**src/rtl/rf_wb_arbiter_if.sv**
```systemverilog
// Writeback bus between the two requesters (A = execute, B = load) and the
// register-file write port arbiter, including the forwarding and stats outputs.
interface rf_wb_arbiter_if #(
  parameter int DW = 32,
  parameter int AW = 5
);
  // Handshake: a requester raises *_valid with *_wsel/*_wdat and holds them
  // stable until *_ready is seen high in the same cycle; a transfer happens
  // on any rising edge where valid && ready. Valid may drop without ready
  // (the request is withdrawn). The arbiter never buffers a denied request.
  logic          a_valid;
  logic          a_ready;
  logic [AW-1:0] a_wsel;
  logic [DW-1:0] a_wdat;

  logic          b_valid;
  logic          b_ready;
  logic [AW-1:0] b_wsel;
  logic [DW-1:0] b_wdat;

  logic          rf_WEN;
  logic [AW-1:0] rf_wsel;
  logic [DW-1:0] rf_wdat;

  logic          fwd_valid;
  logic [AW-1:0] fwd_wsel;
  logic [DW-1:0] fwd_wdat;

  logic [15:0]   conflict_cnt;

  modport slave (
    input  a_valid, a_wsel, a_wdat,
    input  b_valid, b_wsel, b_wdat,
    output a_ready, b_ready,
    output rf_WEN, rf_wsel, rf_wdat,
    output fwd_valid, fwd_wsel, fwd_wdat,
    output conflict_cnt
  );

  modport master (
    output a_valid, a_wsel, a_wdat,
    output b_valid, b_wsel, b_wdat,
    input  a_ready, b_ready,
    input  rf_WEN, rf_wsel, rf_wdat,
    input  fwd_valid, fwd_wsel, fwd_wdat,
    input  conflict_cnt
  );
endinterface

```
**src/rtl/rf_wb_arbiter.sv**
```systemverilog
// Register-file write port arbiter: B-priority with a starvation guard for A,
// registered write stage doubling as a forwarding source. Macro RF_WB_STATS_EN enables conflict_cnt.
module rf_wb_arbiter #(
  parameter int DW       = 32,
  parameter int AW       = 5,
  parameter int MAX_WAIT = 3
) (
  input  logic            CLK,
  input  logic            nRST,
  rf_wb_arbiter_if.slave  bus,
  output logic [3:0]      dbg_wait
);

  localparam logic [3:0] MAX_W = 4'(MAX_WAIT);

  logic [3:0]    wait_cnt;
  logic          force_a;
  logic          grant_a;
  logic          grant_b;
  logic [AW-1:0] sel_wsel;
  logic [DW-1:0] sel_wdat;

  logic          wen_q;
  logic [AW-1:0] wsel_q;
  logic [DW-1:0] wdat_q;

  // A is only forced past B when they target different registers, so that
  // same-register writes always retire in B-then-A order.
  always_comb begin
    force_a  = (wait_cnt == MAX_W) && (bus.a_wsel != bus.b_wsel);
    grant_a  = nRST && bus.a_valid && (!bus.b_valid || force_a);
    grant_b  = nRST && bus.b_valid && !(bus.a_valid && force_a);
    sel_wsel = grant_a ? bus.a_wsel : bus.b_wsel;
    sel_wdat = grant_a ? bus.a_wdat : bus.b_wdat;
  end

  assign bus.a_ready = grant_a;
  assign bus.b_ready = grant_b;

  always_ff @(posedge CLK) begin
    if (!nRST) begin
      wait_cnt <= 4'd0;
    end else if (bus.a_valid && !grant_a) begin
      if (wait_cnt != MAX_W) wait_cnt <= wait_cnt + 4'd1;
    end else begin
      wait_cnt <= 4'd0;
    end
  end

  // Writes to r0 still consume the slot but never raise the enable.
  always_ff @(posedge CLK) begin
    if (!nRST) begin
      wen_q  <= 1'b0;
      wsel_q <= '0;
      wdat_q <= '0;
    end else if (grant_a || grant_b) begin
      wen_q  <= (sel_wsel != '0);
      wsel_q <= sel_wsel;
      wdat_q <= sel_wdat;
    end else begin
      wen_q  <= 1'b0;
    end
  end

  assign bus.rf_WEN    = wen_q;
  assign bus.rf_wsel   = wsel_q;
  assign bus.rf_wdat   = wdat_q;
  assign bus.fwd_valid = wen_q;
  assign bus.fwd_wsel  = wsel_q;
  assign bus.fwd_wdat  = wdat_q;
  assign dbg_wait      = wait_cnt;

`ifdef RF_WB_STATS_EN
  logic [15:0] conflict_q;

  always_ff @(posedge CLK) begin
    if (!nRST) begin
      conflict_q <= 16'h0000;
    end else if (bus.a_valid && bus.b_valid && (conflict_q != 16'hFFFF)) begin
      conflict_q <= conflict_q + 16'h0001;
    end
  end

  assign bus.conflict_cnt = conflict_q;
`else
  assign bus.conflict_cnt = 16'h0000;
`endif

endmodule
```
**src/flat_wrapper.sv**
```systemverilog
// flat-port wrapper written by rule: the top's interface ports become plain ports
module rf_wb_arbiter_flat 
#(
  parameter int DW       = 32,
  parameter int AW       = 5,
  parameter int MAX_WAIT = 3
)
  (CLK, nRST, dbg_wait, bus_a_valid, bus_a_wsel, bus_a_wdat, bus_b_valid, bus_b_wsel, bus_b_wdat, bus_a_ready, bus_b_ready, bus_rf_WEN, bus_rf_wsel, bus_rf_wdat, bus_fwd_valid, bus_fwd_wsel, bus_fwd_wdat, bus_conflict_cnt);
  rf_wb_arbiter_if #(.DW(DW), .AW(AW)) bus_i ();
  input  logic CLK;
  input  logic nRST;
  output logic [3:0] dbg_wait;
  input wire logic [$bits(bus_i.a_valid)-1:0] bus_a_valid;
  input wire logic [$bits(bus_i.a_wsel)-1:0] bus_a_wsel;
  input wire logic [$bits(bus_i.a_wdat)-1:0] bus_a_wdat;
  input wire logic [$bits(bus_i.b_valid)-1:0] bus_b_valid;
  input wire logic [$bits(bus_i.b_wsel)-1:0] bus_b_wsel;
  input wire logic [$bits(bus_i.b_wdat)-1:0] bus_b_wdat;
  output wire logic [$bits(bus_i.a_ready)-1:0] bus_a_ready;
  output wire logic [$bits(bus_i.b_ready)-1:0] bus_b_ready;
  output wire logic [$bits(bus_i.rf_WEN)-1:0] bus_rf_WEN;
  output wire logic [$bits(bus_i.rf_wsel)-1:0] bus_rf_wsel;
  output wire logic [$bits(bus_i.rf_wdat)-1:0] bus_rf_wdat;
  output wire logic [$bits(bus_i.fwd_valid)-1:0] bus_fwd_valid;
  output wire logic [$bits(bus_i.fwd_wsel)-1:0] bus_fwd_wsel;
  output wire logic [$bits(bus_i.fwd_wdat)-1:0] bus_fwd_wdat;
  output wire logic [$bits(bus_i.conflict_cnt)-1:0] bus_conflict_cnt;
  assign bus_i.a_valid = bus_a_valid;
  assign bus_i.a_wsel = bus_a_wsel;
  assign bus_i.a_wdat = bus_a_wdat;
  assign bus_i.b_valid = bus_b_valid;
  assign bus_i.b_wsel = bus_b_wsel;
  assign bus_i.b_wdat = bus_b_wdat;
  assign bus_a_ready = bus_i.a_ready;
  assign bus_b_ready = bus_i.b_ready;
  assign bus_rf_WEN = bus_i.rf_WEN;
  assign bus_rf_wsel = bus_i.rf_wsel;
  assign bus_rf_wdat = bus_i.rf_wdat;
  assign bus_fwd_valid = bus_i.fwd_valid;
  assign bus_fwd_wsel = bus_i.fwd_wsel;
  assign bus_fwd_wdat = bus_i.fwd_wdat;
  assign bus_conflict_cnt = bus_i.conflict_cnt;
  rf_wb_arbiter #(.DW(DW), .AW(AW), .MAX_WAIT(MAX_WAIT)) u_core (.CLK(CLK), .nRST(nRST), .bus(bus_i), .dbg_wait(dbg_wait));
endmodule
```
**config.mk**
```make
export PLATFORM = sky130hd
export DESIGN_NAME = rf_wb_arbiter_flat
export DESIGN_NICKNAME = d
export VERILOG_FILES = /design/src/rtl/rf_wb_arbiter_if.sv /design/src/rtl/rf_wb_arbiter.sv /design/src/flat_wrapper.sv
export SDC_FILE = /design/constraint.sdc
export NUM_CORES = 1
export LEC_CHECK = 0
export ABC_AREA = 0
export CORE_MARGIN = 2
export CORE_UTILIZATION = 25
export CTS_CLUSTER_SIZE = 30
export DETAILED_ROUTE_END_ITERATION = 10
export DONT_BUFFER_PORTS = 1
export PLACE_DENSITY = 0.41
export RECOVER_POWER = 100
export SLEW_MARGIN = 10
export SYNTH_ARGS = -nofsm -noshare
export SYNTH_HDL_FRONTEND = slang
export SYNTH_SLANG_ARGS = --single-unit
```
**constraint.sdc**
```tcl
create_clock -name CLK -period 4.8 [get_ports CLK]
set_clock_uncertainty 0.1 [all_clocks]
set_input_delay 0.48 -clock CLK [delete_from_list [all_inputs] [get_ports CLK]]
set_output_delay 0.48 -clock CLK [all_outputs]
set_load 0.005 [all_outputs]
```
# Yosys cells after proc, flatten, opt, wreduce, memory -nomap -nowiden
# Index checks and enable logic that the tools add are counted.
# totals
regBits,42
output_inout_bits,98
wordCells,25
# op_classes
add_sub_neg,1
eq_ne,3
mux,2
n_reduce_logical,15
# ops
operator,n
$mux 32,1
$logic_and 1x1->1,7
$mux 5,1
$ne 5x5->1,1
$reduce_bool 5->1,1
$add 4x1->4 const B,1
$eq 4x2->1 const B,1
$ne 4x2->1 const B,1
$reduce_and 2->1,2
$logic_not 1->1,3
$logic_or 1x1->1,2

# Longest topological paths before layout
# depth
ltp_word,7
mapped_depth,8
ltp_nobuf,6

# Least setup slack after synthesis
# Ideal clock, no wire load.
# synth_timing
path_type,flip-flop to output port
startpoint,reg u_core.wait_cnt[0] (netlist: u_core.dbg_wait[0])
endpoint,out bus_b_ready
arrival_time_ns,1.507
required_ns,4.220
path_slack_ns,2.713
stages_incl_launch_ff,7
n_path_buf,2
path_cell_list,dfxtp_1 -> ha_1 -> or3b_1 -> buf_2 -> a31oi_1 -> a21oi_1 -> buf_2
# synth_via
elab_chain_cells,5
# synth_rtl
element,line_no,rtl
"start, declared",rf_wb_arbiter.sv:16,logic [3:0] wait_cnt;
"start signal, assigned",rf_wb_arbiter.sv:44,if (wait_cnt != MAX_W) wait_cnt <= wait_cnt + 4'd1;
$eq 4x2->1,rf_wb_arbiter.sv:30,force_a = (wait_cnt == MAX_W) && (bus.a_wsel != bus.b_wsel);
$logic_and 1x1->1,rf_wb_arbiter.sv:30,
$logic_and 1x1->1,rf_wb_arbiter.sv:32,grant_b = nRST && bus.b_valid && !(bus.a_valid && force_a);
$logic_not 1->1,rf_wb_arbiter.sv:32,
$logic_and 1x1->1,rf_wb_arbiter.sv:32,
"end, declared",flat_wrapper.sv:20,output wire logic [$bits(bus_i.b_ready)-1:0] bus_b_ready;
# Every way passes these cells.

# Final worst setup path
# layout_timing
startpoint,reg u_core.wait_cnt[0] (netlist: u_core.dbg_wait[0])
endpoint,out bus_a_ready
# layout_via
elab_chain_cells,4
# layout_rtl
element,line_no,rtl
$eq 4x2->1,rf_wb_arbiter.sv:30,
$logic_and 1x1->1,rf_wb_arbiter.sv:30,
$logic_or 1x1->1,rf_wb_arbiter.sv:31,grant_a = nRST && bus.a_valid && (!bus.b_valid || force_a);
$logic_and 1x1->1,rf_wb_arbiter.sv:31,
"end, declared",flat_wrapper.sv:19,output wire logic [$bits(bus_i.a_ready)-1:0] bus_a_ready;
# Every way passes these cells.

==> reports/qor.csv <==
stage;metric;value;unit
status;outcome;finished, final reports clean;
setup_path;worst path arrival time;2.73;ns
clock_network;cts hold-fix bufs;0;
synthesis;mapped cell area;2220;µm²
clock_network;CTS tree;built;
placed_design;placed cells;313;
synthesis;sequential share of the synthesized area;37.8;%
cells_and_area;layout cells sized above 1;4.69;%
setup_path;r2r endpoint;u_core.bus.fwd_valid$_SDFF_PN0_;
floorplanning;die extent in y;98.3;µm
route;Wirelength per Cell;15.9;µm
placed_design;DP HPWL;3640;µm
power_and_ir_drop;P_leak;0.872;nW
sta;min Tclk post-route;3.31;ns
floorplanning;Die W;98.3;µm
placed_design;Post-Place Cell Area;1960;µm²
worst_hold_path;hold path startpoint;bus_b_wdat[27];
cells_and_area;P&R area growth vs syn;-7.26;%
route;ANT nets after route;0;
route;drt first-iter violations;30;
sta;Final setup viols;0;
route;top layer used by detailed routing;met4;
sta;max-slew violations;0;
sta;worst setup margin;1.49;ns
setup_path;reg2reg setup slack;1.89;ns
route;Post-Route WL;5110;µm
global_route;GRT Total Usage;10.2;%
sta;Hold Fails Final Rpt;0;
synthesis;FFs w/ async S/R, synth;0;%
sta;fmax;302;MHz
floorplanning;Initial Util;25.6;%
synthesis;syn avg cell area;8.58;µm²
setup_path;crit-path max FO;29;
clock_network;TritonCTS Buffers;5;
cells_and_area;Final #Nets;291;
setup_path;Worst Reg-to-Reg Cells;6;
route;first drt pass iteration count;4;
route;DR vias;1559;
synthesis;Yosys cell types;29;
floorplanning;core area;8680;µm²
global_route;global-route wire length before repair;7890;µm
worst_hold_path;hold endpoint;u_core.bus.fwd_wdat[27]$_SDFFE_PN0P_;
worst_hold_path;worst hold path cell count;2;
setup_path;Critical Path End Type;primary output;
worst_hold_path;Hold Crit Class;input port to register;
cells_and_area;post-route cell area;2060;µm²
setup_path;WP data required;4.22;ns
route;DRC;0;
route;DRT met1 WL;2050;µm
cells_and_area;Antenna Cells;0;
synthesis;largest family of logic cells by synthesized area;buffers and inverters;
clock_network;Bufs on Longest Clock Path;2;
clock_network;PostCTS Resize Cnt;0;
clock_network;Worst-Skew Late Latency;0.28;ns
placed_design;routability cong.;0.705;
power_and_ir_drop;Pwr Density;364;nW/µm²
sta;Worst-Margin Slew;1.47;ns
placed_design;PortBufs;0;
floorplanning;total die area;9660;µm²
clock_network;# H-tree levels;2;
synthesis;Synth Area in Compound Gates;24.4;%
route;met3 WL post-DR;491;µm
floorplanning;Cell Rows;34;
sta;final setup TNS;0;ns
synthesis;Seq cells post-synth;42;
synthesis;mux cell area share after synthesis;2.70;%
clock_network;CTS sink cnt;42;
global_route;largest net degree at the start of global routing;41;
synthesis;number of synthesized flops with an enable pin;0;
synthesis;Adder-Cell Fraction of Synth Area;0.563;%
synthesis;most used flip-flop cell after synthesis;dfxtp_1;
placed_design;worst slack at placement;2.32;ns
route;post-DR vias/cell;4.86;
synthesis;Ys Warns;0;
sta;unrepaired setup endpoints after global routing;false;
synthesis;xor/xnor share of the synthesized area;2.76;%
synthesis;Synth Area in Simple Gates;4.17;%
power_and_ir_drop;worst vdd ir;0.140;mV
run;max cap viols;0;
global_route;vias in the first global route;1534;
cells_and_area;Non-Filler Instances;321;
clock_network;Root Driver;clkbuf_8;
clock_network;setup repair bufs after CTS;0;
setup_path;WS Path Type;register to primary output;
global_route;initial antenna violation count;0;
clock_network;Worst-path clk slew;0.08;ns
sta;hold_ws;0.208;ns
floorplanning;I/O pin count;176;
route;met2 WL post-DR;2550;µm
synthesis;Synth Instances;259;
setup_path;RR Startpoint;u_core.dbg_wait[0]$_SDFFE_PN0P_;
sta;headroom to the max-slew limit;2.29;%
sta;final period utilization;68.9;%
cells_and_area;Fill cells;967;
setup_path;startpoint types;register;
global_route;gr ovfl total;0;
Yosys cell counts, types with 2 or more instances:
cell | n | area, µm²
buf_4 | 54 | 405
dfxtp_1 | 42 | 841
a21oi_1 | 39 | 195
inv_1 | 33 | 124
o221ai_1 | 32 | 280
clkbuf_1 | 9 | 33.8
buf_2 | 7 | 35.0
mux2i_1 | 6 | 60.1
xnor2_1 | 6 | 52.6
o21ai_0 | 5 | 25.0
nand3_1 | 4 | 20.0
nor2_1 | 4 | 15.0
nand2_1 | 2 | 7.51
through the flow:
stage                     power (mW)  util (%)
after floorplan                0.510         -
after global placement         0.484      22.6
after detailed placement       0.483      22.6
after CTS                      0.771      23.8
after global routing           0.800      23.7
final                          0.750      23.7
cells in the final DEF, fill, tap and decap left out:
cell type  netlist  routed
dfxtp_1         42      42
a21oi_1         39      39
inv_1           33      33
o221ai_1        32      32
conb_1           1      16
xnor2_1          6       6
mux2i_1          6       6
o21ai_0          5       5
clkbuf_8         0       5
nand3_1          4       4
nor2_1           4       4
clkbuf_1         9       3
nand2_1          2       2
or3b_1           1       1
o21ai_4          0       1
and3_1           1       1
a31oi_1          1       1
a21oi_4          0       1
o21a_1           1       1
nand3b_1         1       1
nand2b_1         1       1
or3b_2           1       1
or4_1            1       1
nor3_1           1       1
o311a_1          1       1
xor2_1           1       1
ha_1             1       1
bufinv_16        0       1
buf_4           54       1
how the worst max path moves through the flow:
stage               cells past startpoint                             from          end
floorplan                               6  u_core.dbg_wait[0]$_SDFFE_PN0P_  bus_b_ready
global placement                        5                    bus_b_wsel[3]  bus_a_ready
detailed placement                      4                    bus_b_wsel[4]  bus_b_ready
CTS                                     6  u_core.dbg_wait[0]$_SDFFE_PN0P_  bus_a_ready
global route                            6  u_core.dbg_wait[0]$_SDFFE_PN0P_  bus_a_ready
finish                                  6  u_core.dbg_wait[0]$_SDFFE_PN0P_  bus_a_ready
report_power, final:
part / switching (mW) / internal, mW
clock: 0.121 / 0.156
sequential: 0.0302 / 0.374
combinational: 0.0404 / 0.0285
total: 0.191 / 0.559
state kept, by name, indices dropped and copies added (netlist names):
register / cells
u_core.bus.fwd_wdat: 32
u_core.bus.fwd_valid: 1
u_core.bus.fwd_wsel: 5
u_core.dbg_wait: 4
cell type report:
type	instances	area [µm²]	share of cell area, %
inverter	33	124	6.01
sequential	42	841	40.8
tap	108	135	6.56
clock buffer	7	76.3	3.70
clock inverter	1	30.0	1.46
multi-input combinational	128	843	40.9
timing repair buffer	2	11.3	0.546
metal layers:
metal / GRT usage [%] / up-vias
met5: 0 / -
met4: 2.95 / 0
met3: 3.58 / 2
met2: 17.6 / 97
met1: 11.8 / 732
li1: - / 728
logic make-up (layout without fill, tap and decap cells):
| logic type | count (synthesis) | in the layout |
|---|---|---|
| AO/OA/AOI/OAI | 81 | 81 |
| adder cells (fa/ha/maj) | 1 | 1 |
| buffers and inverters | 104 | 43 |
| XOR/XNOR | 7 | 7 |
| multiplexers | 6 | 6 |
| AND/OR/NAND/NOR | 17 | 17 |
| other | 1 | 16 |
| flip-flops | 42 | 42 |
critical path, stage by stage (launching register included):
cell and delay (ns):
dfxtp_1 0.36, ha_1 0.23, or3b_1 0.27, a21oi_1 0.14
o21ai_4 0.17, clkbuf_1 1.11, inv_1 0.15
No activity file was read; power rests on OpenSTA's default activity.
